### src/rtl/mul_operand_seq.sv
// Operand sequencer for the repeated-addition multiplier: FIFO of operand pairs, start/A/B bus
// sequencing, done wait with timeout, and a held result port. Optional: MUL_ZERO_BYPASS_EN.
module mul_operand_seq #(
  parameter int unsigned WIDTH      = 16,
  parameter int unsigned FIFO_DEPTH = 4,
  parameter int unsigned TIMEOUT    = 1023
) (
  input  logic             clk_i,
  input  logic             rst_ni,
  input  logic             op_valid_i,
  output logic             op_ready_o,
  input  logic [WIDTH-1:0] op_a_i,
  input  logic [WIDTH-1:0] op_b_i,
  output logic             mul_start_o,
  output logic             mul_rst_no,
  output logic [WIDTH-1:0] mul_data_o,
  input  logic             mul_done_i,
  input  logic [WIDTH-1:0] mul_prod_i,
  output logic             res_valid_o,
  input  logic             res_ready_i,
  output logic [WIDTH-1:0] res_data_o,
  output logic             res_err_o
);

  localparam int unsigned PtrW = $clog2(FIFO_DEPTH);
  localparam int unsigned CntW = PtrW + 1;
  localparam int unsigned TmoW = $clog2(TIMEOUT + 1);
  localparam logic [TmoW-1:0] TmoLast = TmoW'(TIMEOUT - 1);
  localparam logic [CntW-1:0] CntFull = CntW'(FIFO_DEPTH);

  typedef enum logic [2:0] {
    StIdle,
    StStart,
    StOpA,
    StOpB,
    StWait,
    StRearm
  } state_e;

  state_e st_q, st_d;

  logic [2*WIDTH-1:0] mem_q [FIFO_DEPTH];
  logic [PtrW-1:0]    wptr_q, wptr_d, rptr_q, rptr_d;
  logic [CntW-1:0]    count_q, count_d;
  logic               op_ready_q, op_ready_d;
  logic               push, pop;

  logic [WIDTH-1:0] a_q, a_d, b_q, b_d;
  logic [TmoW-1:0]  tmo_q, tmo_d;
  logic             mul_start_q, mul_start_d;
  logic             mul_rst_n_q, mul_rst_n_d;
  logic [WIDTH-1:0] mul_data_q, mul_data_d;
  logic             res_valid_q, res_valid_d;
  logic [WIDTH-1:0] res_data_q, res_data_d;
  logic             res_err_q, res_err_d;

  // Ready comes from a registered full flag, so a pop never frees a slot in the same cycle.
  assign push = op_valid_i & op_ready_q;

  always_ff @(posedge clk_i) begin
    if (push) begin
      mem_q[wptr_q] <= {op_a_i, op_b_i};
    end
  end

  always_comb begin
    wptr_d  = wptr_q;
    rptr_d  = rptr_q;
    count_d = count_q;
    if (push) begin
      wptr_d = wptr_q + PtrW'(1);
    end
    if (pop) begin
      rptr_d = rptr_q + PtrW'(1);
    end
    case ({push, pop})
      2'b10:   count_d = count_q + CntW'(1);
      2'b01:   count_d = count_q - CntW'(1);
      default: count_d = count_q;
    endcase
    op_ready_d = (count_d != CntFull);
  end

  always_comb begin
    st_d        = st_q;
    pop         = 1'b0;
    a_d         = a_q;
    b_d         = b_q;
    tmo_d       = tmo_q;
    mul_start_d = 1'b0;
    mul_data_d  = mul_data_q;
    res_valid_d = res_valid_q;
    res_data_d  = res_data_q;
    res_err_d   = res_err_q;

    if (res_valid_q && res_ready_i) begin
      res_valid_d = 1'b0;
    end

    case (st_q)
      StIdle: begin
        if ((count_q != '0) && !res_valid_q) begin
          pop        = 1'b1;
          {a_d, b_d} = mem_q[rptr_q];
`ifdef MUL_ZERO_BYPASS_EN
          if ((a_d == '0) || (b_d == '0)) begin
            res_valid_d = 1'b1;
            res_data_d  = '0;
            res_err_d   = 1'b0;
          end else begin
            st_d        = StStart;
            mul_start_d = 1'b1;
          end
`else
          st_d        = StStart;
          mul_start_d = 1'b1;
`endif
        end
      end
      StStart: begin
        st_d       = StOpA;
        mul_data_d = a_q;
      end
      StOpA: begin
        st_d       = StOpB;
        mul_data_d = b_q;
      end
      StOpB: begin
        st_d  = StWait;
        tmo_d = '0;
      end
      StWait: begin
        if (mul_done_i) begin
          res_data_d  = mul_prod_i;
          res_err_d   = 1'b0;
          res_valid_d = 1'b1;
          st_d        = StRearm;
        end else if (tmo_q == TmoLast) begin
          res_data_d  = '0;
          res_err_d   = 1'b1;
          res_valid_d = 1'b1;
          st_d        = StRearm;
        end else begin
          tmo_d = tmo_q + TmoW'(1);
        end
      end
      StRearm: begin
        st_d = StIdle;
      end
      default: begin
        st_d = StIdle;
      end
    endcase

    // Controller re-arm is low only while the FSM sits in REARM.
    mul_rst_n_d = (st_d != StRearm);
  end

  always_ff @(posedge clk_i) begin
    if (!rst_ni) begin
      st_q        <= StIdle;
      wptr_q      <= '0;
      rptr_q      <= '0;
      count_q     <= '0;
      op_ready_q  <= 1'b0;
      a_q         <= '0;
      b_q         <= '0;
      tmo_q       <= '0;
      mul_start_q <= 1'b0;
      mul_rst_n_q <= 1'b0;
      mul_data_q  <= '0;
      res_valid_q <= 1'b0;
      res_data_q  <= '0;
      res_err_q   <= 1'b0;
    end else begin
      st_q        <= st_d;
      wptr_q      <= wptr_d;
      rptr_q      <= rptr_d;
      count_q     <= count_d;
      op_ready_q  <= op_ready_d;
      a_q         <= a_d;
      b_q         <= b_d;
      tmo_q       <= tmo_d;
      mul_start_q <= mul_start_d;
      mul_rst_n_q <= mul_rst_n_d;
      mul_data_q  <= mul_data_d;
      res_valid_q <= res_valid_d;
      res_data_q  <= res_data_d;
      res_err_q   <= res_err_d;
    end
  end

  assign op_ready_o  = op_ready_q;
  assign mul_start_o = mul_start_q;
  assign mul_rst_no  = mul_rst_n_q;
  assign mul_data_o  = mul_data_q;
  assign res_valid_o = res_valid_q;
  assign res_data_o  = res_data_q;
  assign res_err_o   = res_err_q;

endmodule

### config.mk
export PLATFORM = sky130hd
export DESIGN_NAME = mul_operand_seq
export DESIGN_NICKNAME = d
export VERILOG_FILES = /design/src/rtl/mul_operand_seq.sv
export SDC_FILE = /design/constraint.sdc
export NUM_CORES = 1
export LEC_CHECK = 0
export BUFFER_PORTS_ARGS = -buffer_cell sky130_fd_sc_hd__buf_2
export CAP_MARGIN = 25
export CORE_UTILIZATION = 50
export CTS_CLUSTER_SIZE = 14
export DETAILED_ROUTE_END_ITERATION = 8
export PLACE_DENSITY = 0.69
export SLEW_MARGIN = 20
export SYNTH_ARGS = -nofsm -noshare
export SYNTH_HDL_FRONTEND = slang
export SYNTH_SLANG_ARGS = --single-unit
export TNS_END_PERCENT = 20
### constraint.sdc
create_clock -name clk_i -period 3.5 [get_ports clk_i]
set_input_delay 0.7 -clock clk_i [delete_from_list [all_inputs] [get_ports clk_i]]
set_output_delay 0.7 -clock clk_i [all_outputs]
set_load 0.02 [all_outputs]
==> results.py, run 1 <==
metrics = {
    "clock_network": {
        "h-tree-depth": 1,
        "clock_latency_ps": 490,
        "clk_pin_slew_ps": 60,
        "cts_resized": 0,
        "root_buffer": "clkbuf_16",
        "clockBufferDepth": 3,
        "cts_sinks": 217,
        "cts_tree": "built",
        "postCtsSetupRepairBufs": 0,
        "cts_made_buffers": 22,
        "cts_hold_buf": 0,
    },
    "setup_path": {
        "max_stage_delay_ps": 490,
        "worstSetupPathType": "reg -> reg",
        "worst_r2r_endpoint": "op_ready_o$_SDFF_PN0_",
        "path_depth": 9,
        "r2r-start": "st_q[1]$_SDFF_PN0_",
        "crit_chain": "nor4_2 -> nand2_1 -> inv_2 -> ha_1 -> inv_1 -> fa_1 -> nand2b_1 -> mux2_2 -> o21a_1",
        "worst-path-max-fanout": 9,
        "end_kind": "register",
        "rr_worst_depth": 9,
        "critPathTopFamily": "adder cells",
        "cp-endpoint": "op_ready_o$_SDFF_PN0_",
        "setup.worst_path.start_class": "register",
        "rrSetupSlack_ps": 1180,
        "crit_start": "st_q[1]$_SDFF_PN0_",
        "arrival_ps": 2710,
        "cp_slowest_cell": "fa_1",
        "cp_num_buf_inv": 2,
        "cp.required_ps": 3880,
    },
    "synthesis": {
        "syn-num-nets": 622,
        "synth_edf_count": 128,
        "mappedNetlistArea_um2": 8330,
        "syn_avg_cell_area_um2": 14.8,
        "synthCells": 561,
        "yosysWarningCount": 0,
        "synth.top_cell.area_share_pct": 46.2,
        "seq_area_frac_synth_pct": 67.6,
        "synth_area_leaders": "edfxtp_1 (46%), dfxtp_1 (21%), mux4_2 (8.7%), nand2_1 (4.1%), a21boi_0 (2.7%)",
        "ys_types": 46,
        "async_flop_share_pct": 0,
        "synth_top_flop_cell": "edfxtp_1",
        "synth_largest_area_cell": "edfxtp_1",
        "ys_seq_elements": 217,
    },
    "sta": {
        "setup_tns_ps": 0,
        "relSlewSlack_pct": 48.7,
        "drv_slew": 0,
        "setup_viol": 0,
        "fin_skew_ps": 6.95,
        "worst_pin_slew_ps": 764,
        "max_freq_mhz": 430,
        "min_period_ps": 2320,
        "finalCritPeriodShare_pct": 66.4,
        "rsz0062_at_grt": "no",
        "hold_violations": 0,
    },
    "floorplan": {
        "rows": 46,
        "coreArea_um2": 16100,
        "num_io_pins": 90,
        "initial_core_util_pct": 51.9,
        "die_x_um": 131,
        "die_h_um": 131,
        "die-area_um2": 17200,
    },
    "global_routing": {
        "antenna_found_initial": 2,
        "grt_overflow": 0,
        "grt_pass1_vias": 4982,
        "grt_start_max_net_pins": 35,
        "grt_pass1_wl_mm": 25.8,
        "track_usage_pct": 19.9,
    },
    "power_and_ir_drop": {
        "p_seq_share_pct": 45.1,
        "p_clk_share_pct": 30.2,
        "p_int_mw": 5.17,
        "p_comb_share_pct": 24.7,
        "cellPowerDensity_nw_per_um2": 760,
        "p_sw_share_pct": 29.9,
        "net-switching-power_mw": 2.20,
        "ir_worst_vdd_mv": 0.332,
        "p_leak_nw": 3.64,
    },
    "placement": {
        "place_hpwl_mm": 9.72,
        "dpl_cell_area_um2": 9000,
        "portBuffers": 89,
        "gp_congestion": 0.749,
    },
    "detailed_routing": {
        "wl_mm": 16.3,
        "drc_errors": 0,
        "dr_total_vias": 4869,
        "dr.first_iter.drc_count": 292,
        "drt-vias-per-instance": 5.49,
        "routedWlPerCell_um": 18.3,
        "dr.pass1.iters": 4,
        "ant_nets": 0,
    },
    "finish": {
        "final_cell_mix": "edfxtp_1 (128), nand2_1 (91), buf_2 (89)",
        "postLayoutCellArea_um2": 9700,
        "fillers": 1190,
        "nets": 715,
        "drive_gt1_share_pct": 26.4,
        "final_common_cell": "edfxtp_1",
        "syn_to_final_growth_pct": 16.4,
    },
    "status": {
        "status": "completed",
    },
    "worst_hold_path": {
        "hold_path.class": "in -> reg",
    },
    "run": {
        "cap_violations": 0,
    },
}
## routing by layer
layer / track usage, % / wire (um)
met1: 25.0 / 6920
met2: 35.0 / 8140
met3: 3.61 / 858
met4: 5.88 / 333
met5: 0 / 13
## state kept, by name, summed over array words and instances (netlist names)
signal and count:
wptr_q 2, mul_rst_no 1, a_q 16, st_q 3, mul_start_o 1, res_valid_o 1
mem_q 128, tmo_q 10, count_q 3, op_ready_o 1, mul_data_o 16, res_err_o 1
rptr_q 2, b_q 16, res_data_o 16
## through the flow
| step | power (mW) | hold WS, ps | setup slack [ps] | cells | utilization, % |
|---|---|---|---|---|---|
| 3_3_place_gp | 5.13 | 445 | 1240 | 846 | 56.0 |
| 4_1_cts | 7.45 | 404 | 1150 | 886 | 60.4 |
| 2_1_floorplan | 4.67 | 435 | 1010 | 561 | - |
| 5_1_grt | 7.78 | 410 | 972 | 886 | 60.4 |
| 3_5_place_dp | 5.22 | 455 | 1160 | 846 | 56.0 |
| 6_report | 7.37 | 422 | 1180 | 887 | 60.4 |
## how the worst min path moves through the flow
stage / from / cells past startpoint / slack (ps) / endpoint
floorplan: b_q[5]$_SDFFE_PN0P_ / 2 / 430 / b_q[5]$_SDFFE_PN0P_
global placement: b_q[7]$_SDFFE_PN0P_ / 2 / 450 / b_q[7]$_SDFFE_PN0P_
detailed placement: b_q[8]$_SDFFE_PN0P_ / 2 / 460 / b_q[8]$_SDFFE_PN0P_
global route: op_a_i[2] / 1 / 410 / mem_q[3][18]$_DFFE_PP_
finish: op_a_i[10] / 1 / 420 / mem_q[1][26]$_DFFE_PP_
CTS: op_a_i[10] / 1 / 400 / mem_q[1][26]$_DFFE_PP_
## worst reg2reg max path: cells and delay by family (launching register included)
kind                     cells  cell delay [ps]
AO/OA/AOI/OAI                1              160
adder cells (fa/ha/maj)      2              660
multiplexers                 1              270
flip-flops                   1              420
AND/OR/NAND/NOR              3              560
buffers and inverters        2              150
## cells by family (layout without fill, tap and decap cells)
family	after synthesis	in the layout	synth area share [%]
compound gates	93	93	8.75
xor+xnor	7	7	0.736
fa+ha+maj	8	8	1.29
buf+inv	41	150	2.18
flops	217	217	67.6
mux	50	50	10.8
other cells	0	1	0
simple gates	145	145	8.66
## power by group through the flow
stage	logic (mW)	registers, mW	clock network (mW)
2_1_floorplan	1.31	3.35	0
3_3_place_gp	1.77	3.36	0
3_5_place_dp	1.84	3.38	0
4_1_cts	1.84	3.33	2.28
5_1_grt	2.03	3.37	2.38
6_report	1.82	3.32	2.23
## cell usage after synthesis, types with 2 or more instances
library cell and count:
o31ai_1 5, o21ai_0 5, nand3_1 5, nand4_1 2
and2_1 8, or4_1 4, xnor2_1 6, mux2i_1 17
a21oi_1 9, inv_1 7, clkbuf_1 17, buf_2 13
a22o_1 16, nand3b_1 2, edfxtp_1 128, a21boi_0 30
nand2b_1 3, nor2_1 6, dfxtp_1 89, a21boi_1 5
buf_4 3, ha_1 7, or3_1 4, o21a_1 4
o211a_1 16, mux4_2 32, nor3_1 2, and3_1 8
nand2_1 91
## cell type report
type | count | area (um^2) | share of cell area (%)
sequential | 217 | 5630 | 58.0
multi-input combinational | 303 | 2530 | 26.1
clock buffer | 29 | 618 | 6.38
timing repair buffer | 102 | 543 | 5.60
tap | 216 | 270 | 2.79
clock inverter | 11 | 77.6 | 0.800
inverter | 8 | 30.0 | 0.310
antenna | 1 | 2.50 | 0.0258
No activity file was read; power rests on OpenSTA's default activity.
==> run 2: changes to the inputs <==
--- a/config.mk
+++ b/config.mk
@@ -5,12 +5,13 @@
 export SDC_FILE = /design/constraint.sdc
 export NUM_CORES = 1
 export LEC_CHECK = 0
+export ABC_AREA = 1
 export BUFFER_PORTS_ARGS = -buffer_cell sky130_fd_sc_hd__buf_2
 export CAP_MARGIN = 25
 export CORE_UTILIZATION = 50
 export CTS_CLUSTER_SIZE = 14
 export DETAILED_ROUTE_END_ITERATION = 8
-export PLACE_DENSITY = 0.69
+export PLACE_DENSITY = 0.71
 export SLEW_MARGIN = 20
 export SYNTH_ARGS = -nofsm -noshare
 export SYNTH_HDL_FRONTEND = slang
==> constraint.sdc (replaced) <==
create_clock -name clk_i -period 2.1 [get_ports clk_i]
set_input_delay 0.42 -clock clk_i [delete_from_list [all_inputs] [get_ports clk_i]]
set_output_delay 0.42 -clock clk_i [all_outputs]
set_load 0.02 [all_outputs]
==> results.py, run 2 <==
metrics = {
    "status": {
        "status": "completed",
    },
    "run": {
        "cap_violations": 0,
    },
    "detailed_routing": {
        "routedWlPerCell_um": 15.9,
        "drc_errors": 0,
        "ant_nets": 0,
        "drt-vias-per-instance": 5.33,
        "dr_total_vias": 5966,
        "dr.first_iter.drc_count": 349,
        "wl_mm": 17.8,
        "dr.pass1.iters": 5,
    },
    "floorplan": {
        "die_h_um": 131,
        "rows": 46,
        "num_io_pins": 90,
        "die-area_um2": 17200,
        "initial_core_util_pct": 51.8,
        "die_x_um": 131,
        "coreArea_um2": 16100,
    },
    "finish": {
        "antennaDiodeCount": 0,
        "largest_reg_flops": 128,
        "final_common_cell": "nor2_1",
        "nets": 948,
        "syn_to_final_growth_pct": 17.9,
        "drive_gt1_share_pct": 17.5,
        "top_register": "mem_q",
        "finalCoreUtilization_pct": 61.1,
        "final_cell_mix": "nor2_1 (147), edfxtp_1 (128), o21ai_0 (119)",
    },
    "global_routing": {
        "grt_start_max_net_pins": 67,
        "grt_pass1_vias": 5549,
        "grt_pass1_wl_mm": 27.9,
        "track_usage_pct": 21.4,
        "grt_overflow": 0,
        "antenna_found_initial": 1,
    },
    "synthesis": {
        "seq_area_frac_synth_pct": 67.6,
        "mappedNetlistArea_um2": 8320,
        "synth_top_flop_cell": "edfxtp_1",
        "synth_common_cells": "nor2_1 (153), edfxtp_1 (128), o21ai_0 (119)",
        "ys_seq_elements": 217,
        "synth_area_leaders": "edfxtp_1 (46%), dfxtp_1 (21%), o21ai_0 (7.2%), nor2_1 (6.9%), nand2_1 (4.2%)",
        "yosysMostFrequentCell": "nor2_1",
        "synth_edf_count": 128,
        "syn_avg_cell_area_um2": 10.4,
        "synth_largest_area_cell": "edfxtp_1",
        "synthCells": 800,
        "synth.top_cell.area_share_pct": 46.2,
        "ys_types": 30,
        "syn-num-nets": 861,
        "yosysWarningCount": 0,
        "async_flop_share_pct": 0,
    },
    "clock_network": {
        "clock_latency_ps": 510,
        "root_buffer": "clkbuf_16",
        "h-tree-depth": 1,
        "cts_made_buffers": 22,
        "cts_hold_buf": 0,
        "clockBufferDepth": 3,
        "clk_pin_slew_ps": 60,
        "cts_sinks": 217,
        "cts_resized": 0,
        "postCtsSetupRepairBufs": 0,
        "cts_tree": "built",
    },
    "setup_path": {
        "rr_worst_depth": 12,
        "worst-path-max-fanout": 2,
        "end_kind": "register",
        "worstSetupPathType": "reg -> reg",
        "setup.worst_path.start_class": "register",
        "arrival_ps": 2260,
        "cp.required_ps": 2460,
    },
    "sta": {
        "hold_violations": 0,
        "relSlewSlack_pct": 55.4,
        "worst_slack_ps": 200,
        "fin_skew_ps": 19.5,
        "holdWs_ps": 119,
        "drv_slew": 0,
        "min_period_ps": 1900,
        "max_freq_mhz": 526,
        "worst_pin_slew_ps": 668,
        "finalCritPeriodShare_pct": 90.5,
        "setup_viol": 0,
        "rsz0062_at_grt": "no",
    },
    "power_and_ir_drop": {
        "p_leak_nw": 3.66,
        "cellPowerDensity_nw_per_um2": 1230,
        "ir_worst_vdd_mv": 0.788,
    },
    "placement": {
        "portBuffers": 89,
        "gp_congestion": 0.822,
        "place_hpwl_mm": 10.4,
        "place_ws_ps": 214,
    },
    "worst_hold_path": {
        "min_delay_path_depth": 1,
        "hold_path.class": "in -> reg",
    },
}
run 2: cell count changes in the layout (fill, tap and decap cells not counted), moves of 8 or more:
cell	before	now
a31oi_1	0	49
mux2i_1	17	0
o21ai_0	5	119
inv_1	7	38
nor2_1	5	147
a21oi_1	9	28
a21boi_0	30	0
a22o_1	16	0
mux4_2	32	0
and3_1	8	0
nand3_1	5	27
and2_1	8	0
o211a_1	16	0
run 2: logic make-up after synthesis:
kind of cell / synth area share [%]
adders and majority gates: 1.29
AOI/OAI and AO/OA: 12.8
DFF: 67.6
and+or+nand+nor: 13.7
buffers and inverters: 4.42
xor gates and xnor gates: 0.211
run 2: report_power, final:
part	leakage [nW]	switching (mW)	internal [mW]	total, mW
Sequential	1.89	0.284	5.08	5.36
Combinational	1.42	1.98	0.905	2.88
Clock	0.348	1.55	2.29	3.84
run 2: worst paths after layout:
kind                          startpoint  slack [ps]                endpoint
setup / recovery   count_q[0]$_SDFF_PN0_         200   op_ready_o$_SDFF_PN0_
hold reg to reg   res_err_o$_SDFFE_PN0P_         450  res_err_o$_SDFFE_PN0P_
setup reg to reg   count_q[0]$_SDFF_PN0_         200   op_ready_o$_SDFF_PN0_
hold / removal                 op_a_i[0]         120  mem_q[0][16]$_DFFE_PP_
run 2: layout make-up:
| cell class | count | area, um^2 |
|---|---|---|
| inverter | 43 | 161 |
| clock inverter | 9 | 108 |
| fill | 1306 | 6240 |
| clock buffer | 31 | 614 |
| timing repair buffer | 110 | 666 |
| tap | 216 | 270 |
| sequential | 217 | 5630 |
| multi-input combinational | 493 | 2370 |
run 2: critical path, stage by stage, from the launching register on:
cell and delay [ps]:
dfxtp_1 340, inv_1 80, nand3_1 90, nand2_1 80, nor2_4 90, ha_1 160
inv_1 70, fa_1 380, inv_1 60, nand2_1 40, nand3_1 70, xor2_1 190
a31oi_1 110
run 2: stage by stage:
step	instances	instance area [um^2]	TNS, ps	power [mW]
2_1_floorplan	800	8320	-43130	7.36
3_3_place_gp	1079	9090	0	8.25
3_5_place_dp	1079	9090	0	8.32
4_1_cts	1119	9820	0	12.2
5_1_grt	1119	9820	0	12.7
6_report	1119	9820	0	12.1
run 2: layer usage:
layer | vias up | part of all wire (%) | GRT usage (%)
met3 | 31 | 6.1 | 4.11
met2 | 185 | 48 | 36.9
met4 | 2 | 2.0 | 6.63
met1 | 2808 | 44 | 27.2
met5 | - | 0.090 | 0
li1 | 2940 | - | -
==> run 3: changes to the inputs <==
--- a/config.mk
+++ b/config.mk
@@ -12,6 +12,7 @@
 export CTS_CLUSTER_SIZE = 14
 export DETAILED_ROUTE_END_ITERATION = 8
 export PLACE_DENSITY = 0.71
+export RECOVER_POWER = 50
 export SLEW_MARGIN = 20
 export SYNTH_ARGS = -nofsm -noshare
 export SYNTH_HDL_FRONTEND = slang
==> results.py, run 3 (synthesized netlist as in run 2, its figures left out) <==
metrics = {
    "status": {
        "status": "completed",
    },
    "power_and_ir_drop": {
        "fin_total_pwr_mw": 12.1,
        "p_comb_share_pct": 23.7,
        "p_clk_share_pct": 31.9,
        "cellPowerDensity_nw_per_um2": 1240,
        "ir_worst_vdd_mv": 0.791,
        "p_seq_share_pct": 44.4,
        "p_leak_nw": 3.55,
        "net-switching-power_mw": 3.82,
        "p_sw_share_pct": 31.7,
        "p_int_mw": 8.25,
    },
    "worst_hold_path": {
        "hold_path.class": "in -> reg",
    },
    "placement": {
        "place_hpwl_mm": 10.4,
        "place_ws_ps": 214,
        "portBuffers": 89,
        "placedCellCount": 1079,
        "dpl_cell_area_um2": 9090,
        "gp_congestion": 0.822,
    },
    "setup_path": {
        "end_kind": "register",
        "r2r-start": "count_q[0]$_SDFF_PN0_",
        "path_depth": 12,
        "cp_slowest_cell": "fa_1",
        "rr_worst_depth": 12,
        "cp_num_buf_inv": 3,
        "worst_r2r_endpoint": "op_ready_o$_SDFF_PN0_",
        "crit_start": "count_q[0]$_SDFF_PN0_",
        "cpMostUsedCell": "inv_1",
        "setup.worst_path.start_class": "register",
        "cp-endpoint": "op_ready_o$_SDFF_PN0_",
        "max_stage_delay_ps": 380,
        "arrival_ps": 2260,
        "cp.required_ps": 2460,
        "crit_chain": "inv_1 -> nand3_1 -> nand2_1 -> nor2_4 -> ha_1 -> inv_1 -> fa_1 -> inv_1 -> nand2_1 -> nand3_1 -> xor2_1 -> a31oi_1",
        "worstSetupPathType": "reg -> reg",
        "critPathTopFamily": "adder cells",
        "worst-path-max-fanout": 2,
        "rrSetupSlack_ps": 200,
    },
    "sta": {
        "setup_tns_ps": 0,
        "setup_viol": 0,
        "max_freq_mhz": 526,
        "drv_slew": 0,
        "relSlewSlack_pct": 55.4,
        "finalCritPeriodShare_pct": 90.5,
        "hold_violations": 0,
        "holdWs_ps": 152,
        "min_period_ps": 1900,
        "worst_pin_slew_ps": 669,
        "worst_slack_ps": 200,
        "fin_skew_ps": 24.3,
        "rsz0062_at_grt": "no",
    },
    "detailed_routing": {
        "dr.pass1.iters": 5,
        "drt-vias-per-instance": 5.33,
        "drc_errors": 0,
        "dr_total_vias": 5968,
        "routedWlPerCell_um": 15.9,
        "dr.first_iter.drc_count": 392,
        "wl_mm": 17.8,
        "ant_nets": 0,
    },
    "clock_network": {
        "h-tree-depth": 1,
        "cts_hold_buf": 0,
        "postCtsSetupRepairBufs": 0,
        "cts_tree": "built",
        "clockBufferDepth": 3,
        "root_buffer": "clkbuf_16",
        "clock_latency_ps": 510,
        "clk_pin_slew_ps": 60,
        "cts_resized": 0,
        "cts_made_buffers": 22,
        "cts_sinks": 217,
    },
    "floorplan": {
        "die-area_um2": 17200,
        "die_h_um": 131,
        "initial_core_util_pct": 51.8,
        "coreArea_um2": 16100,
        "num_io_pins": 90,
        "rows": 46,
        "die_x_um": 131,
    },
    "finish": {
        "postLayoutCellArea_um2": 9740,
        "antennaDiodeCount": 0,
        "top_register": "mem_q",
        "fillers": 1334,
        "final_cell_mix": "nor2_1 (147), edfxtp_1 (128), o21ai_0 (119)",
        "finalCoreUtilization_pct": 60.7,
        "largest_reg_flops": 128,
        "layout.cells.non_filler": 1119,
        "nets": 948,
        "final_common_cell": "nor2_1",
        "syn_to_final_growth_pct": 17.1,
        "drive_gt1_share_pct": 13.7,
    },
    "global_routing": {
        "grt_start_max_net_pins": 67,
        "grt_pass1_wl_mm": 27.9,
        "track_usage_pct": 21.4,
        "antenna_found_initial": 0,
        "grt_pass1_vias": 5549,
        "grt_overflow": 0,
    },
    "run": {
        "cap_violations": 0,
    },
}
run 3: changes by cell type in the layout (fill, tap and decap cells not counted):
| cell | before | now |
|---|---|---|
| clkbuf_4 | 0 | 2 |
| clkbuf_1 | 6 | 40 |
| buf_2 | 89 | 57 |
| buf_12 | 5 | 3 |
| buf_4 | 16 | 14 |
run 3: worst register-to-register path: cells and delay by family, from the launching register on:
kind | cells | cell delay [ps]
fa+ha+maj | 2 | 540
simple gates | 5 | 370
flops | 1 | 340
buf+inv | 3 | 210
xor+xnor | 1 | 190
compound gates | 1 | 110
run 3: layout make-up:
| class | count | area, um^2 | area share [%] |
|---|---|---|---|
| multi-input combinational | 493 | 2370 | 24.3 |
| inverter | 43 | 161 | 1.66 |
| tap | 216 | 270 | 2.77 |
| timing repair buffer | 110 | 593 | 6.09 |
| sequential | 217 | 5630 | 57.8 |
| clock buffer | 31 | 614 | 6.31 |
| clock inverter | 9 | 108 | 1.10 |
run 3: power groups by stage:
stage | Clock [mW] | Combinational [mW] | Sequential [mW]
floorplan | 0 | 1.88 | 5.48
global placement | 0 | 2.82 | 5.43
detailed placement | 0 | 2.88 | 5.44
CTS | 3.90 | 2.89 | 5.36
global route | 4.06 | 3.22 | 5.41
finish | 3.85 | 2.86 | 5.36
run 3: worst min path at each step:
| stage | end | from | depth (start not counted) | slack [ps] |
|---|---|---|---|---|
| after floorplan | mul_data_o[10]$_SDFFE_PN0P_ | a_q[10]$_SDFFE_PN0P_ | 2 | 440 |
| after global placement | res_err_o$_SDFFE_PN0P_ | res_err_o$_SDFFE_PN0P_ | 2 | 450 |
| after detailed placement | res_err_o$_SDFFE_PN0P_ | res_err_o$_SDFFE_PN0P_ | 2 | 450 |
| after CTS | mem_q[1][16]$_DFFE_PP_ | op_a_i[0] | 1 | 110 |
| after global routing | mem_q[0][10]$_DFFE_PP_ | op_b_i[10] | 1 | 160 |
| final | mem_q[0][3]$_DFFE_PP_ | op_b_i[3] | 1 | 150 |
run 3: per-layer routing:
layer	share of wire, %	up-vias	global-route usage [%]
met5	0	-	0
met4	2.2	0	6.63
met3	5.8	33	4.11
met2	48	160	36.9
met1	44	2833	27.2
li1	-	2942	-
